## src/rtl/uart_regif_arbiter.sv

```systemverilog
// rtl/uart_regif_arbiter.sv - two-requester round-robin arbiter for the UART register-file port
//
// Purpose:
//   Shares one register-file memory port between requester 0 (APB bridge)
//   and requester 1 (debug/DMA). The winning command is latched and held on
//   the downstream port until mack_i. The response is routed back to the
//   granted requester. A watchdog forces an error completion when mack_i
//   never arrives.
//
// Ports:
//   clk_i     in   1                 clock
//   arst_i    in   1                 asynchronous active-high reset
//   req_i     in   2                 per-requester request
//   addr_i    in   2*ADDR_WIDTH      requester n address at [n*ADDR_WIDTH +: ADDR_WIDTH]
//   we_i      in   2                 per-requester write enable
//   wdata_i   in   2*DATA_WIDTH      requester n write data, packed like addr_i
//   strb_i    in   2*(DATA_WIDTH/8)  requester n byte strobe, packed like addr_i
//   ack_o     out  2                 per-requester one-cycle acknowledge
//   rdata_o   out  DATA_WIDTH        read data, zero unless an ack_o bit is set
//   resp_o    out  1                 error flag, zero unless an ack_o bit is set
//   mreq_o    out  1                 downstream request
//   maddr_o   out  ADDR_WIDTH        downstream address (latched)
//   mwe_o     out  1                 downstream write enable (latched)
//   mwdata_o  out  DATA_WIDTH        downstream write data (latched)
//   mstrb_o   out  DATA_WIDTH/8      downstream byte strobe (latched)
//   mack_i    in   1                 downstream acknowledge
//   mrdata_i  in   DATA_WIDTH        downstream read data
//   mresp_i   in   1                 downstream error

module uart_regif_arbiter #(
  parameter int ADDR_WIDTH     = 8,
  parameter int DATA_WIDTH     = 32,
  parameter int TIMEOUT_CYCLES = 255
) (
  input  logic                        clk_i,
  input  logic                        arst_i,
  input  logic [1:0]                  req_i,
  input  logic [2*ADDR_WIDTH-1:0]     addr_i,
  input  logic [1:0]                  we_i,
  input  logic [2*DATA_WIDTH-1:0]     wdata_i,
  input  logic [2*(DATA_WIDTH/8)-1:0] strb_i,
  output logic [1:0]                  ack_o,
  output logic [DATA_WIDTH-1:0]       rdata_o,
  output logic                        resp_o,
  output logic                        mreq_o,
  output logic [ADDR_WIDTH-1:0]       maddr_o,
  output logic                        mwe_o,
  output logic [DATA_WIDTH-1:0]       mwdata_o,
  output logic [DATA_WIDTH/8-1:0]     mstrb_o,
  input  logic                        mack_i,
  input  logic [DATA_WIDTH-1:0]       mrdata_i,
  input  logic                        mresp_i
);

  localparam int STRB_W = DATA_WIDTH / 8;

  // Counter only has to reach TIMEOUT_CYCLES-1.
  localparam int CNT_W     = (TIMEOUT_CYCLES > 2) ? $clog2(TIMEOUT_CYCLES) : 1;
  localparam int CNT_MAX_I = (TIMEOUT_CYCLES > 0) ? (TIMEOUT_CYCLES - 1) : 0;
  localparam logic [CNT_W-1:0] CNT_MAX = CNT_MAX_I[CNT_W-1:0];
  localparam logic WD_EN = (TIMEOUT_CYCLES != 0);

  typedef enum logic {
    ST_IDLE = 1'b0,
    ST_BUSY = 1'b1
  } state_t;

  // State and latched command.
  state_t              r_state;
  logic                r_ptr;
  logic                r_grant;
  logic [ADDR_WIDTH-1:0] r_addr;
  logic                r_we;
  logic [DATA_WIDTH-1:0] r_wdata;
  logic [STRB_W-1:0]   r_strb;
  logic [CNT_W-1:0]    r_cnt;

  // Next-state decode.
  state_t              w_state_nxt;
  logic                w_grant_en;
  logic                w_win;
  logic                w_timeout;

  // Fields of the winning requester, selected before latching.
  logic [ADDR_WIDTH-1:0] w_win_addr;
  logic                w_win_we;
  logic [DATA_WIDTH-1:0] w_win_wdata;
  logic [STRB_W-1:0]   w_win_strb;

  assign w_win_addr  = w_win ? addr_i[2*ADDR_WIDTH-1:ADDR_WIDTH] : addr_i[ADDR_WIDTH-1:0];
  assign w_win_we    = w_win ? we_i[1] : we_i[0];
  assign w_win_wdata = w_win ? wdata_i[2*DATA_WIDTH-1:DATA_WIDTH] : wdata_i[DATA_WIDTH-1:0];
  assign w_win_strb  = w_win ? strb_i[2*STRB_W-1:STRB_W] : strb_i[STRB_W-1:0];

  // Watchdog expiry; only meaningful while BUSY.
  assign w_timeout = WD_EN && (r_cnt == CNT_MAX);

  // State register and datapath latches.
  always_ff @(posedge clk_i or posedge arst_i) begin
    if (arst_i) begin
      r_state <= ST_IDLE;
      r_ptr   <= 1'b0;
      r_grant <= 1'b0;
      r_addr  <= '0;
      r_we    <= 1'b0;
      r_wdata <= '0;
      r_strb  <= '0;
      r_cnt   <= '0;
    end else begin
      r_state <= w_state_nxt;
      if (w_grant_en) begin
        r_addr  <= w_win_addr;
        r_we    <= w_win_we;
        r_wdata <= w_win_wdata;
        r_strb  <= w_win_strb;
        r_grant <= w_win;
        // Loser of this grant gets priority on the next tie.
        r_ptr   <= ~w_win;
        r_cnt   <= '0;
      end else if ((r_state == ST_BUSY) && WD_EN && (r_cnt != CNT_MAX)) begin
        r_cnt <= r_cnt + 1'b1;
      end
    end
  end

  // Next-state logic. Requests are only looked at in IDLE, so a request
  // still held during its own ack cycle is never reissued.
  always_comb begin
    w_state_nxt = r_state;
    w_grant_en  = 1'b0;
    w_win       = 1'b0;
    case (r_state)
      ST_IDLE: begin
        if (req_i != 2'b00) begin
          w_grant_en  = 1'b1;
          w_state_nxt = ST_BUSY;
          if (req_i == 2'b11) begin
            w_win = r_ptr;
          end else begin
            w_win = req_i[1];
          end
        end
      end
      ST_BUSY: begin
        if (mack_i || w_timeout) begin
          w_state_nxt = ST_IDLE;
        end
      end
      default: begin
        w_state_nxt = ST_IDLE;
      end
    endcase
  end

  // Output logic. The downstream command comes only from the latches, and
  // the response path is zero outside an ack cycle.
  always_comb begin
    mreq_o   = 1'b0;
    maddr_o  = r_addr;
    mwe_o    = r_we;
    mwdata_o = r_wdata;
    mstrb_o  = r_strb;
    ack_o    = 2'b00;
    rdata_o  = '0;
    resp_o   = 1'b0;
    if (r_state == ST_BUSY) begin
      mreq_o = 1'b1;
      if (mack_i) begin
        ack_o   = r_grant ? 2'b10 : 2'b01;
        rdata_o = mrdata_i;
        resp_o  = mresp_i;
      end else if (w_timeout) begin
        ack_o   = r_grant ? 2'b10 : 2'b01;
        resp_o  = 1'b1;
      end
    end
  end

endmodule
```

## config.mk

```make
export PLATFORM = sky130hd
export DESIGN_NAME = uart_regif_arbiter
export DESIGN_NICKNAME = d
export VERILOG_FILES = /design/src/rtl/uart_regif_arbiter.sv
export SDC_FILE = /design/constraint.sdc
export NUM_CORES = 1
export LEC_CHECK = 0
export CORE_ASPECT_RATIO = 0.7
export CORE_UTILIZATION = 32
export CTS_BUF_LIST = sky130_fd_sc_hd__clkbuf_8
export CTS_CLUSTER_DIAMETER = 200
export DETAILED_ROUTE_END_ITERATION = 10
export MAX_ROUTING_LAYER = met4
export PLACE_DENSITY = 0.79
export SLEW_MARGIN = 40
export SYNTH_ARGS = -nofsm -noshare
export SYNTH_HDL_FRONTEND = slang
export SYNTH_SLANG_ARGS = --single-unit
```

## constraint.sdc

```tcl
create_clock -name clk_i -period 1.85 [get_ports clk_i]
set_input_delay 0.37 -clock clk_i [delete_from_list [all_inputs] [get_ports clk_i]]
set_output_delay 0.37 -clock clk_i [all_outputs]
set_load 0.005 [all_outputs]
```

== Word level (Yosys, flattened, before mapping) ==
Cells that the tools add are included.
Cells by class
  add/sub/neg operators: 1
  multiply operators: 0
  div/mod/pow operators: 0
  magnitude comparators: 0
  eq/ne operators: 3
  shift-type cells: 0
  mux-type cells: 23
  bitwise gates (word level): 2
  reduce and logical (&&, ||, !) cells: 4
Operators with widths (number)
  $mux W32: 3
  $mux W8: 3
  $mux W1: 11
  $add A8 B1 Y8 const B: 1
  $eq A8 B8 Y1 const B: 1
  $mux W2: 4
  $ne A8 B8 Y1 const B: 1
  $mux W4: 1
  $reduce_bool A2 Y1: 2
  $eq A2 B2 Y1 const B: 1
  $not A1 Y1: 2
  $pmux W1 S2: 1
  $logic_and A1 B1 Y1: 1
  $logic_or A1 B1 Y1: 1
Storage, ports and cells
  register bits after elaboration: 56
  bits in latches: 0
  bits in writable memories: 0
  memory bits (read-only): 0
  output and inout port bits: 81
  logic and storage cells: 41
  memories kept: 0

== Longest topological paths before layout ==
  depth in word-level cells: 5
  gate-level depth with buffers: 5
  depth with buffers taken out: 5

== Worst setup path before layout ==
Ideal clock, no wire load.
  path kind: reg2out
  start: reg r_cnt[0]
  end: out resp_o
  data arrival time: 1.197 ns
  setup slack: 0.283 ns
  cell stages (with the launch flop): 6
  path through: dfrtp_1 > inv_1 > ha_1 > nand3_1 > or3_1 > a21oi_1
On the way
  word-level cells in the longest chain between the ends: 4
Ends and longest elaborated chain
  start: declaration: RTL line 76  | logic [CNT_W-1:0] r_cnt;
  start signal: assignment: RTL line 121  | r_cnt <= r_cnt + 1'b1;
  $eq A8 B8 Y1: RTL line 96  | assign w_timeout = WD_EN && (r_cnt == CNT_MAX);
  $mux W1: RTL line 172  | end else if (w_timeout) begin
  $mux W1: RTL line 168  | if (mack_i) begin
  $mux W1: RTL line 166  | if (r_state == ST_BUSY) begin
  end: declaration: RTL line 44  | output logic resp_o,
No other way between the ends.

== Worst setup path after layout ==
Same ends and word-level chain as after synthesis.

==> out/metrics.sh <==
POSTPLACECELLAREA_UM2=5215
FAILING_CHECKS='setup timing'
DRT_WL_TOTAL_UM=9963
LAYOUT-AREA-OVERHEAD-VS-SYNTH_PCT=88.60
MAXIMUM_NUMBER_OF_PINS_ON_ONE_NET_BEFORE_GLOBAL_ROUTE_REPAIR=57
MAX_FREQ_MHz=505.6
DP.CELLS=586
YOSYS.AREA_SHARE.SIMPLE=0.2087
POWER.DENSITY_CELL_AREA_nW_PER_UM2=1215
DR.FIRST_ITER.DRC_COUNT=154
DIE-HEIGHT_UM=81.17
CRITICAL_PATH.SLOWEST_CELL='dfrtp_1'
SYNTH-SEQ-CELLS=56
SEQUENTIAL_SHARE_OF_THE_SYNTHESIZED_AREA=0.4891
DRTPASS1ITERATIONS=5
TRITONCTS='yes'
SYNTHADDERAREAFRAC=0.008734
WORSTMARGINPINSLEW_NS=0.3633
RSZ0062_AT_GRT='yes'
SYNTH.AVG_CELL_AREA_UM2=11.42
DP_HPWL_UM=7416
PERIOD_NEEDED_NS=1.978
GRT_OVERFLOW=0
SYN-INSTANCE-COUNT=251
POST_SYNTH_XOR_AREA_FRACTION=0
WORST-R2R-CELL-COUNT=6
RESULT_OF_THE_RUN='finished, violations left'
CTS-BUFFERS-INSERTED=5
DRV_SLEW=0
DIE-AREA_UM2=9343
ANTENNA-DIODE-COUNT=0
WORSTPATHCELLLIST='inv_1 > ha_2 > nand3_2 > or3_4 > a21oi_2 > buf_2'
GRT_FIRST_PASS_WIRELENGTH_UM=15300
VDD_DROP_MAX_mV=0.6048
VIASPERCELL=5.012
NUMCLOCKSINKS=56
FINAL.SETUP_SKEW_NS=0.002360
CRITPATHCAPTURETYPE='output pin'
ROUTE.DETAILED.DRC=0
STATIC_LEAKAGE_uW=0.002505
STARTPOINT_TYPE='flip-flop'
CELL_FAMILY_WITH_MOST_CP_DELAY='simple AND/OR/NAND/NOR gates'
CRITICAL_PATH_ARRIVAL_NS=1.61
SETUP_VIOL_COUNT_FINAL=2
LEADING_CELL_TYPES_IN_THE_LAYOUT_FILL_AND_TAPS_EXCLUDED='clkdlybuf4s50_1 (171), dfrtp_1 (56), and2_1 (45), a221o_1 (39), and3_1 (33)'
SHARE_OF_THE_SYNTHESIZED_AREA_IN_COMPOUND_GATES_AO_OA_AOI_OAI=0.2096
MAPPEDNETLISTNETS=381
FIRST_GLOBAL_VIAS=3021
CRITICAL_PATH.REG2REG.STARTPOINT='r_state'
FINISH.INSTANCE_AREA_UM2=5404
SLEW-LIMIT-HEADROOM=0.7515
CLKSLEWWORSTSETUPHOLDPATHS_NS=0.09
MAX-CLOCK-PATH-BUFFERS=2
MIN-DELAY-PATH-CLASS='in -> async'
OVERALL_FRACTION_OF_GLOBAL_ROUTE_TRACKS_IN_USE=0.2188
STDCELL_COUNT=603
AREA_OF_THE_CORE_UM2=8583
IO_BUFFER_COUNT=208
FINAL_COMMON_CELL='clkdlybuf4s50_1'
SYNTHESIS.YOSYS.WARNINGS=0
FILLCELLCOUNT=697
DIE_WIDTH_UM=115.1
CRITICAL_PATH_CELL_COUNT=6
CAP_VIOLATIONS=0
CRIT_PATH_CATEGORY='reg -> out'
ANTENNA_FOUND_INITIAL=0
YOSYS-MUX-AREA-FRACTION=0.01747
TOTAL_POWER_uW=6565
FINISH.NET_COUNT=612
CLOCK_INSERTION_DELAY_WORST_SKEW_NS=0.29
CRIT_PATH_START='r_cnt[0]'
TIMING.FINAL.HOLD_VIOLATIONS=0
DATA_REQUIRED_TIME_AT_THE_WORST_ENDPOINT_NS=1.48
CTS-ROOT-BUF='clkbuf_8'
YOSYSUNIQUECELLTYPES=36
MAXIMUM_CELL_STAGE_DELAY_ALONG_THE_CRITICAL_PATH_NS=0.39
PATH_MAX_FANOUT=3
LAYOUT-DRIVE-GT1-SHARE=0.1594
DETAIL_ROUTE.WL_PER_CELL_UM=16.52
VIAS=3022
IOS=209
WORST-PATH-BUF-INV=2
FINALWORSTSETUPSLACK_NS=-0.1280
FP-ROW-COUNT=28
COMBINATIONAL_FAMILY_WITH_THE_MOST_AREA_AFTER_SYNTHESIS='compound AO/OA/AOI/OAI gates'
FINAL.PERIOD_UTILIZATION=1.069
SYNTH_AREA_UM2=2865
HTREE_LEVELS=2
PLACE.GP.CONGESTION=0.8450
POSTROUTEANTENNANETS=0
INITIAL_CORE_UTIL=0.3338
## synth_stat cells, drive strengths merged
master | number | share of area
dfrtp | 56 | 0.49
a221o | 45 | 0.16
and2 | 45 | 0.098
and3 | 34 | 0.074
buf | 12 | 0.047
clkbuf | 9 | 0.012
nand2 | 7 | 0.0092
inv | 6 | 0.0079
mux2i | 5 | 0.017
a21oi | 4 | 0.0070
nand3 | 3 | 0.0052
nor3 | 3 | 0.0052
a21o | 2 | 0.0057
a31oi | 2 | 0.0044
ha | 2 | 0.0087
nand4 | 2 | 0.0044
a2111oi | 1 | 0.0031
a211oi | 1 | 0.0070
a22oi | 1 | 0.0026
and4 | 1 | 0.0031
nand2b | 1 | 0.0022
nor3b | 1 | 0.0026
nor4 | 1 | 0.0022
o211a | 1 | 0.0035
o211ai | 1 | 0.0026
o21ai | 1 | 0.0017
o21bai | 1 | 0.0066
o311ai | 1 | 0.0031
o31ai | 1 | 0.0026
or3 | 1 | 0.0022
## worst reg2reg max path, cell delays in order, from the launching register on
cell	delay [ns]
dfrtp_1	0.42
buf_6	0.14
bufbuf_16	0.27
o21bai_4	0.19
buf_12	0.17
and2_1	0.17
a221o_2	0.29
## what timing repair did
action / 4_1_cts / 5_1_grt
setup buffers: 5 / 1
gates resized for setup: 71 / 11
hold buffers: 0 / 0
cloned: 3 / 0
endpoints found under the setup margin: 35 / 13
endpoints found under the hold margin: 0 / 0
pin swaps: 6 / 4
## worst paths after layout
check,slack (ns),endpoint
setup / recovery,-0.13,resp_o
hold / removal,0.43,maddr_o[3]
setup reg to reg,0.09,mwdata_o[22]
hold reg to reg,0.54,r_cnt[5]
max in group asynchronous,1.17,maddr_o[1]
min in group clk_i,0.54,r_cnt[5]
## report_power, final
group	switching [uW]	internal, uW
logic	1370	2460
clock network	373	296
registers	301	1770
total	2040	4520
## registers in the layout (all words and copies together), names as in the netlist
| name | count |
|---|---|
| maddr_o | 8 |
| mstrb_o | 4 |
| mwdata_o | 32 |
| mwe_o | 1 |
| r_cnt | 8 |
| r_grant | 1 |
| r_ptr | 1 |
| r_state | 1 |
## cell families after synthesis
family                   after synthesis
AO/OA/AOI/OAI                         62
multiplexers                           5
buffers and inverters                 27
flip-flops                            56
AND/OR/NAND/NOR                       99
adder cells (fa/ha/maj)                2
## layout make-up
class	instances	area [um^2]	area share
inverter	6	22.52	0.004168
sequential	56	1401	0.2593
tap	120	150.1	0.02778
clock buffer	6	82.58	0.01528
timing repair buffer	245	2424	0.4485
multi-input combinational	168	1316	0.2436
clock inverter	2	7.507	0.001389
## stage by stage
| step | utilization | hold WS (ns) | worst slack, ns | setup TNS, ns |
|---|---|---|---|---|
| after floorplan | - | 0.4619 | 0.1087 | 0 |
| after global placement | 0.6076 | 0.4973 | -0.4487 | -12.41 |
| after detailed placement | 0.6076 | 0.4939 | -0.4658 | -13.77 |
| after CTS | 0.6340 | 0.4410 | -0.1614 | -0.2720 |
| after global routing | 0.6296 | 0.4413 | -0.2340 | -0.4545 |
| final | 0.6296 | 0.4334 | -0.1280 | -0.1545 |
## routing by layer
metal / track usage / share of wire
met2: 0.3614 / 0.47
met3: 0.04478 / 0.071
met1: 0.2830 / 0.45
met5: - / 0
met4: 0.03636 / 0.0040
(Power assumes the default switching activity.)
